`config.mk`:
```
export PLATFORM = sky130hd
export DESIGN_NAME = serial_subtractor_flat
export DESIGN_NICKNAME = d
export VERILOG_FILES = /design/src/rtl/serial_subtractor_pkg.sv /design/src/rtl/serial_subtractor_if.sv /design/src/rtl/serial_subtractor_full_subtractor.sv /design/src/rtl/serial_subtractor.sv /design/src/flat_wrapper.sv
export SDC_FILE = /design/constraint.sdc
export NUM_CORES = 1
export LEC_CHECK = 0
export ABC_AREA = 0
export ABC_CLOCK_PERIOD_IN_PS = 1500
export CORE_MARGIN = 4
export CORE_UTILIZATION = 46
export DETAILED_ROUTE_END_ITERATION = 7
export PLACE_DENSITY = 0.76
export SLEW_MARGIN = 20
export SYNTH_ARGS = -nofsm -noshare
export SYNTH_HDL_FRONTEND = slang
export SYNTH_HIERARCHICAL = 1
export SYNTH_SLANG_ARGS = --single-unit
export TNS_END_PERCENT = 1
```
`constraint.sdc`:
```
create_clock -name clk -period 1.5 [get_ports clk]
set_clock_uncertainty 0.1 [all_clocks]
set_input_delay 0.45 -clock clk [delete_from_list [all_inputs] [get_ports clk]]
set_output_delay 0.45 -clock clk [all_outputs]
set_load 0.01 [all_outputs]
```
`src/rtl/serial_subtractor_pkg.sv`:
```
// Shared definitions for the bit-serial subtractor: FSM encodings, default width
// and the single-bit full-subtractor equation.
package serial_subtractor_pkg;

    localparam int SSUB_DEFAULT_WIDTH = 8;

    typedef enum logic [1:0] {
        SSUB_IDLE  = 2'd0,
        SSUB_SHIFT = 2'd1,
        SSUB_DONE  = 2'd2
    } ssub_state_e;

    // Returns {borrow_out, difference} for one bit position.
    function automatic logic [1:0] ssub_bit(input logic a, input logic b, input logic bin);
        logic d;
        logic bout;
        d    = a ^ b ^ bin;
        bout = (~a & b) | (~(a ^ b) & bin);
        return {bout, d};
    endfunction

endpackage

```
`src/rtl/serial_subtractor_if.sv`:
```
// Start/busy/done operand and result bundle of the serial subtractor.
// With SERIAL_SUB_OVF_EN defined the bundle also carries the signed overflow flag.
interface serial_subtractor_if #(
    parameter int WIDTH = serial_subtractor_pkg::SSUB_DEFAULT_WIDTH
);
    logic             start;
    logic [WIDTH-1:0] a;
    logic [WIDTH-1:0] b;
    logic             busy;
    logic             done;
    logic [WIDTH-1:0] diff;
    logic             borrow_out;
`ifdef SERIAL_SUB_OVF_EN
    logic             ovf;

    modport master (output start, a, b, input busy, done, diff, borrow_out, ovf);
    modport slave  (input start, a, b, output busy, done, diff, borrow_out, ovf);
`else
    modport master (output start, a, b, input busy, done, diff, borrow_out);
    modport slave  (input start, a, b, output busy, done, diff, borrow_out);
`endif

endinterface

```
`src/rtl/serial_subtractor_full_subtractor.sv`:
```
// Combinational 1-bit full subtractor cell (a - b - bin), the counterpart of full_adder.
module serial_subtractor_full_subtractor
    import serial_subtractor_pkg::*;
(
    input  logic i_a,
    input  logic i_b,
    input  logic i_bin,
    output logic o_d,
    output logic o_bout
);

    logic [1:0] w_bits;

    assign w_bits = ssub_bit(i_a, i_b, i_bin);
    assign o_d    = w_bits[0];
    assign o_bout = w_bits[1];

endmodule

```
`src/rtl/serial_subtractor.sv`:
```
// Bit-serial LSB-first unsigned subtractor: diff = a - b over WIDTH clocks.
// Optional signed overflow output enabled by defining SERIAL_SUB_OVF_EN.
module serial_subtractor
    import serial_subtractor_pkg::*;
#(
    parameter int WIDTH = SSUB_DEFAULT_WIDTH
) (
    input  logic               clk,
    input  logic               rst_n,
    serial_subtractor_if.slave bus
);

    localparam int              CW   = $clog2(WIDTH);
    localparam logic [CW-1:0]   LAST = CW'(WIDTH - 1);

    ssub_state_e      r_state;
    logic [WIDTH-1:0] r_a;
    logic [WIDTH-1:0] r_b;
    logic [WIDTH-1:0] r_res;
    logic [CW-1:0]    r_count;
    logic             r_borrow;
    logic             r_busy;
    logic             r_done;
    logic [WIDTH-1:0] r_diff;
    logic             r_borrow_out;
`ifdef SERIAL_SUB_OVF_EN
    logic             r_amsb;
    logic             r_bmsb;
    logic             r_ovf;
`endif

    logic w_d;
    logic w_bout;

    serial_subtractor_full_subtractor u_full_subtractor (
        .i_a    (r_a[0]),
        .i_b    (r_b[0]),
        .i_bin  (r_borrow),
        .o_d    (w_d),
        .o_bout (w_bout)
    );

    // Result registers are written only on the final shift so partial sums never leak out.
    always_ff @(posedge clk or negedge rst_n) begin
        if (!rst_n) begin
            r_state      <= SSUB_IDLE;
            r_a          <= '0;
            r_b          <= '0;
            r_res        <= '0;
            r_count      <= '0;
            r_borrow     <= 1'b0;
            r_busy       <= 1'b0;
            r_done       <= 1'b0;
            r_diff       <= '0;
            r_borrow_out <= 1'b0;
`ifdef SERIAL_SUB_OVF_EN
            r_amsb       <= 1'b0;
            r_bmsb       <= 1'b0;
            r_ovf        <= 1'b0;
`endif
        end else begin
            case (r_state)
                SSUB_IDLE: begin
                    if (bus.start) begin
                        r_a      <= bus.a;
                        r_b      <= bus.b;
                        r_borrow <= 1'b0;
                        r_count  <= '0;
                        r_busy   <= 1'b1;
                        r_state  <= SSUB_SHIFT;
`ifdef SERIAL_SUB_OVF_EN
                        r_amsb   <= bus.a[WIDTH-1];
                        r_bmsb   <= bus.b[WIDTH-1];
`endif
                    end
                end
                SSUB_SHIFT: begin
                    r_a      <= r_a >> 1;
                    r_b      <= r_b >> 1;
                    r_res    <= {w_d, r_res[WIDTH-1:1]};
                    r_borrow <= w_bout;
                    r_count  <= r_count + 1'b1;
                    if (r_count == LAST) begin
                        r_diff       <= {w_d, r_res[WIDTH-1:1]};
                        r_borrow_out <= w_bout;
                        r_busy       <= 1'b0;
                        r_done       <= 1'b1;
                        r_state      <= SSUB_DONE;
`ifdef SERIAL_SUB_OVF_EN
                        r_ovf        <= (r_amsb != r_bmsb) && (w_d != r_amsb);
`endif
                    end
                end
                SSUB_DONE: begin
                    r_done  <= 1'b0;
                    r_state <= SSUB_IDLE;
                end
                default: begin
                    r_busy  <= 1'b0;
                    r_done  <= 1'b0;
                    r_state <= SSUB_IDLE;
                end
            endcase
        end
    end

    assign bus.busy       = r_busy;
    assign bus.done       = r_done;
    assign bus.diff       = r_diff;
    assign bus.borrow_out = r_borrow_out;
`ifdef SERIAL_SUB_OVF_EN
    assign bus.ovf        = r_ovf;
`endif

endmodule

```
`src/flat_wrapper.sv`:
```
// flat-port wrapper written by rule: the top's interface ports become plain ports
module serial_subtractor_flat import serial_subtractor_pkg::*;
#(
    parameter int WIDTH = SSUB_DEFAULT_WIDTH
)
  (clk, rst_n, bus_start, bus_a, bus_b, bus_busy, bus_done, bus_diff, bus_borrow_out);
  serial_subtractor_if #(.WIDTH(WIDTH)) bus_i ();
  input  logic clk;
  input  logic rst_n;
  input wire logic [$bits(bus_i.start)-1:0] bus_start;
  input wire logic [$bits(bus_i.a)-1:0] bus_a;
  input wire logic [$bits(bus_i.b)-1:0] bus_b;
  output wire logic [$bits(bus_i.busy)-1:0] bus_busy;
  output wire logic [$bits(bus_i.done)-1:0] bus_done;
  output wire logic [$bits(bus_i.diff)-1:0] bus_diff;
  output wire logic [$bits(bus_i.borrow_out)-1:0] bus_borrow_out;
  assign bus_i.start = bus_start;
  assign bus_i.a = bus_a;
  assign bus_i.b = bus_b;
  assign bus_busy = bus_i.busy;
  assign bus_done = bus_i.done;
  assign bus_diff = bus_i.diff;
  assign bus_borrow_out = bus_i.borrow_out;
  serial_subtractor #(.WIDTH(WIDTH)) u_core (.clk(clk), .rst_n(rst_n), .bus(bus_i));
endmodule
```
==> flow_summary.yaml <==
global_route:
  grt_max_degree: 41
  use_met1_pct: 22.5
  grt_antenna_before_repair: 0
  gr-total-overflow: 0
  busiest_layer: "met2"
  grt_pass1_wl_um: 5890
  met3_usage_pct: 5.75
  grt_pass1_vias: 1271
  grt.total_usage_pct: 17.7
  global_route.usage.met2_pct: 27.4
sta:
  slew_headroom_pct: 74.9
  tightest_slew_ns: 0.376
  setup_viol: 4
  rsz0062_at_grt: "true"
  post-route-min-period_ns: 1.50
  final.setup.worst_slack_ns: -0.00436
  max_freq_mhz: 665
  hold_ws_ns: 0.397
  fin_crit_sh_pct: 100
  hold_viol: 0
  drv_slew: 0
setup_path:
  end_kind: "register"
  worstPathMaxFanout: 5
  crit_end: "u_core/bus.borrow_out$_DFFE_PN0P_"
  timing.rr.start: "u_core/r_count[0]$_DFFE_PN0P_"
  worstSetupPathType: "reg2reg"
  reg2reg_depth: 5
  crit_path_start: "u_core/r_count[0]$_DFFE_PN0P_"
  worst_setup_path_start_kind: "register"
  critPathRequiredTime_ns: 1.65
  timing.rr.end: "u_core/bus.borrow_out$_DFFE_PN0P_"
  rrSetupSlack_ns: -0.004
  crit_arrival_ns: 1.66
clocking:
  h-tree-depth: 2
  cts-root-buf: "clkbuf_4"
  cts_made_buffers: 5
  clockBufferDepth: 2
  cts_tree: "built"
  path_clk_slew_ns: 0.11
  clock_sinks: 40
  clock_latency_ns: 0.35
detailed_routing:
  drcViolationCount: 0
  wl_per_cell_um: 14.8
  detail-route-antenna-nets: 0
  drt_wl_total_um: 3600
  vias: 1311
  drtPass1Iterations: 4
  drtIter0Drc: 59
  via_per_inst: 5.40
die:
  die_w_um: 68.3
  die_h_um: 68.3
  die_area_um2: 4670
  rows: 21
  start_util_pct: 49.0
  ios: 30
  core-area_um2: 3420
placement:
  pre_cts_ws_ns: -0.268
  dp_hpwl_um: 2440
  place_congestion: 0.814
  port_buffers: 29
  placed_cells: 229
yosys:
  synth_edf_count: 0
  ys_seq_area_share_pct: 59.8
  avgSynthCellArea_um2: 11.1
  async_flop_share_pct: 100
  yosys.area_share.xor_xnor_pct: 0
  synth-main-ff-cell: "dfrtp_1"
  synthSimpleGateAreaFrac_pct: 12.2
  ys_warn_count: 6
  muxShareOfSynthArea_pct: 6.06
  synth_adder_area_share_pct: 2.69
  ys_seq_elements: 40
  synth.cell_area_um2: 1670
  synth_top_family_by_area: "compound AO/OA/AOI/OAI gates"
  synth_compound_gate_area_share_pct: 15.0
  synth_cells: 151
  synthesis.nets: 173
  synth_cell_types: 23
power:
  p_leak_uw: 0.00106
  internal-power_uw: 2780
  design_power_total_uw: 4270
  seqPwrFrac_pct: 43.9
  clock_power_share_pct: 13.8
  p_sw_uw: 1490
  peakVddDrop_mv: 0.854
  swShare_pct: 34.9
  p_per_area_nw_per_um2: 1950
  comb_power_share_pct: 42.2
job:
  maxCapViolCount: 0
min_path:
  hold_class: "reg2reg"
status:
  violations: "setup timing"
  outcome: "finished, violations left"
final_layout:
  syn_to_final_growth_pct: 31.1
  stdcell_count: 243
  fill_cells: 292
  mostFrequentLayoutCells: "40 x dfrtp_1, 23 x nand2_1, 17 x clkdlybuf4s50_1"
  antenna_cells: 0
  drive_gt1_share_pct: 27.4
  nets: 219
  fin_util_pct: 64.2
  regArea_um2: 1000
  final_common_cell: "dfrtp_1"
  multi_input_area_um2: 639
## cell type report
class	count	area share [%]
Tap cell	46	2.62
Multi-Input combinational cell	95	29.2
Clock buffer	7	2.97
Inverter	7	1.20
Timing Repair Buffer	48	18.4
Sequential cell	40	45.6
## per-layer routing
layer,vias up,wire (um)
li1,611,-
met1,652,1630
met2,38,1710
met3,10,185
met4,0,75
met5,-,0
## power by group through the flow
stage          Clock, uW  Combinational (uW)  Sequential [uW]
5_1_grt              647                2000             1920
4_1_cts              609                1760             1860
3_5_place_dp           0                1760             1890
3_3_place_gp           0                1680             1850
6_report             590                1800             1870
2_1_floorplan          0                1060             1870
## registers in the layout, indices dropped and copies added (netlist names)
name                   cells
u_core/bus.diff            8
u_core/r_a                 8
u_core/r_b                 8
u_core/r_res               7
u_core/r_count             3
u_core/r_state             2
u_core/bus.borrow_out      1
u_core/bus.busy            1
u_core/bus.done            1
u_core/r_borrow            1
## how the worst min path moves through the flow
| stage | from | to | slack, ns | cells past startpoint |
|---|---|---|---|---|
| after floorplan | rst_n | u_core/bus.borrow_out$_DFFE_PN0P_ | 0.05 | 0 |
| after global routing | u_core/r_res[1]$_DFFE_PN0P_ | u_core/r_res[1]$_DFFE_PN0P_ | 0.43 | 2 |
| after global placement | rst_n | u_core/r_b[2]$_DFFE_PN0P_ | 0.33 | 2 |
| after detailed placement | rst_n | u_core/r_b[4]$_DFFE_PN0P_ | 0.33 | 2 |
| final | u_core/r_res[1]$_DFFE_PN0P_ | u_core/r_res[1]$_DFFE_PN0P_ | 0.40 | 2 |
| after CTS | u_core/r_res[1]$_DFFE_PN0P_ | u_core/r_res[1]$_DFFE_PN0P_ | 0.40 | 2 |
## Yosys cell counts (2+ instances only)
master	instances	area share (%)
dfrtp_1	40	60
nand2_1	23	5.2
nor2_1	13	2.9
a21oi_1	12	3.6
o22ai_1	10	3.7
mux2_2	9	6.1
inv_1	7	1.6
buf_2	6	1.8
a22o_1	4	2.1
nand3b_1	4	1.8
o21ai_0	4	1.2
o221a_2	4	2.7
nand2b_1	3	1.1
clkbuf_1	2	0.45
ha_1	2	1.5
## cell families after synthesis
kind of cell,after synthesis
DFF,40
adders and majority gates,3
AOI/OAI and AO/OA,37
buffers and inverters,16
muxes,9
and+or+nand+nor,46
## metrics by stage
| step | instance area [um2] | TNS, ns |
|---|---|---|
| global placement | 2070 | -4.10 |
| CTS | 2180 | -0.0488 |
| global route | 2190 | -0.174 |
| detailed placement | 2070 | -5.74 |
| finish | 2190 | -0.0110 |
| floorplan | 1670 | 0 |
## timing repair
action,4_1_cts,5_1_grt
hold buffers,1,0
setup buffers,6,0
gates cloned,0,0
pin swaps,2,2
setup endpoints to repair,20,11
endpoints found under the hold margin,40,0
gates resized for setup,49,7
## worst max-delay path, stage by stage (launching register included)
cell,delay (ns)
dfrtp_1,0.40
ha_2,0.21
ha_4,0.17
nand2_4,0.07
buf_6,0.12
mux2_2,0.32
(Power assumes the default switching activity.)
==> patch (same settings) <==
`SSUB_DEFAULT_WIDTH`: 8 -> 16.
--- a/src/rtl/serial_subtractor_pkg.sv
+++ b/src/rtl/serial_subtractor_pkg.sv
@@ -3,5 +3,5 @@
 package serial_subtractor_pkg;
 
-    localparam int SSUB_DEFAULT_WIDTH = 8;
+    localparam int SSUB_DEFAULT_WIDTH = 16;
 
     typedef enum logic [1:0] {
Interface: changed (resized bus_a, bus_b and bus_diff); port bits go from 30 to 54. No check against the original RTL was run, so the function may have changed too.
==> patch against the unedited design <==
  * The run still ends with negative setup slack left
  * Combinational power up 70%
  * Maximum frequency is 2.3% lower
  * Setup slack worse by 0.035 ns
  * Wire length rose by 100%
  * Clock power rose to 2.9 times the old value
  * Design area rose by 96%
  * Utilization is 1.6 points lower
  * Area after synthesis grew 96%
  * Sequential share of layout area shrank 3.1 points
  * Total power is 92% higher
  * Sequential cell count increased by 33
  * Sequential power is 82% higher
  * Largest cell class unchanged
  * Largest power group unchanged
==> patch: results (changes against the unedited design) <==
p_sw_frac: 0.325  # -0.0237
finalWorstSetupSlack_ns: -0.0393  # -0.0349 ns
grt_pass1_vias: 2437  # +92%
finalSetupViolCount: 11  # +7
failed_checks: "negative setup slack"
synth_area_leaders: "dfrtp_1 56%, mux2_1 8.2%, a22oi_1 6.9%"
outcome: "complete, but fails checks"
rr_worst_depth: 4  # -1
yosysSeqAreaShare: 0.557  # -0.0413
nNetsFinal: 391  # +79%
holdPathEnd: "u_core/bus.diff[15]"
gp_congestion: 0.747  # -8.3%
grt_pass1_wl_microns: 12300  # +110%
ir_drop_uv: 700  # -18%
place_hpwl_microns: 4700  # +93%
cts.root.buffer_cell: "clkbuf_8"
whs_path_depth: 1  # -1
h-tree-depth: 3  # +1
via_per_inst: 5.40  # +0.13%
post_route_cells_drive_above_1_share: 0.237  # -0.0373
p_leak_nw: 1.91  # +80%
netlist-cell-type-count: 26  # +13%
cts_buffers: 9  # +4
fillers: 551  # +89%
drtIter0Drc: 227  # +280%
synth_common_cells: "73 x dfrtp_1, 34 x a21oi_1, 34 x nor2b_1"
grt_start_max_net_pins: 35  # -15%
min_from: "u_core/bus.diff[15]"
[patch: changes by cell type after synthesis, moves of 8 or more]
cell / before / now
a21oi_1: 12 / 34
a22oi_1: 0 / 30
clkbuf_1: 2 / 13
dfrtp_1: 40 / 73
mux2_1: 0 / 24
mux2_2: 9 / 1
mux2_4: 0 / 8
nand2_1: 23 / 3
nor2_1: 13 / 3
nor2b_1: 1 / 34
o21ai_1: 0 / 32
o22ai_1: 10 / 0
[patch: per-layer routing]
layer	track usage	part of all wire	vias to the layer above
met5	0	0	-
met1	0.245	0.44	1234
li1	-	-	1160
met3	0.0366	0.044	10
met2	0.289	0.50	54
met4	0.0854	0.018	0
[patch: what timing repair did]
| action | 4_1_cts | 5_1_grt |
|---|---|---|
| pin swaps | 0 | 1 |
| cloned | 3 | 0 |
| buffers inserted | 1 | 2 |
| setup endpoints to repair | 36 | 48 |
| resized for setup | 79 | 8 |
| hold buffers | 1 | 0 |
| endpoints found under the hold margin | 20 | 0 |
[patch: area by class of cell]
cell class,instances,area (sq um),share of cell area
Tap cell,96,120,0.0279
Inverter,6,22.5,0.00524
Sequential cell,73,1830,0.425
Multi-Input combinational cell,185,1380,0.321
Timing Repair Buffer,79,718,0.167
Clock buffer,11,151,0.0352
Clock inverter,5,77.6,0.0180
[patch: kinds of logic (layout without fill, tap and decap cells)]
kind of cell,after synthesis,count (layout),share of synthesized area
compound gates,104,104,0.189
fa+ha+maj,2,2,0.00992
simple gates,43,46,0.0794
flops,73,73,0.557
mux,33,33,0.122
buf+inv,29,101,0.0420
[patch: critical path: stages (launching register included)]
cell and delay [ns]:
dfrtp_1 0.37, ha_2 0.19, and3_4 0.22, and2_4 0.20
mux2_1 0.34
[patch: per-stage QoR]
| stage | setup TNS, ns | hold WS [ns] | std cells | utilization |
|---|---|---|---|---|
| after floorplan | -1.48 | 0.0544 | 284 | - |
| after global routing | -0.915 | 0.404 | 455 | 0.626 |
| after CTS | -0.149 | 0.387 | 453 | 0.620 |
| after detailed placement | -12.57 | 0.279 | 432 | 0.594 |
| final | -0.232 | 0.387 | 455 | 0.626 |
| after global placement | -10.76 | 0.275 | 432 | 0.594 |
[patch: power groups by stage]
| stage | Combinational, W | Sequential, W | Clock, W |
|---|---|---|---|
| finish | 0.00306 | 0.00341 | 0.00174 |
| global placement | 0.00297 | 0.00339 | 0 |
| global route | 0.00335 | 0.00354 | 0.00186 |
| detailed placement | 0.00309 | 0.00344 | 0 |
| floorplan | 0.00174 | 0.00341 | 0 |
| CTS | 0.00297 | 0.00340 | 0.00178 |
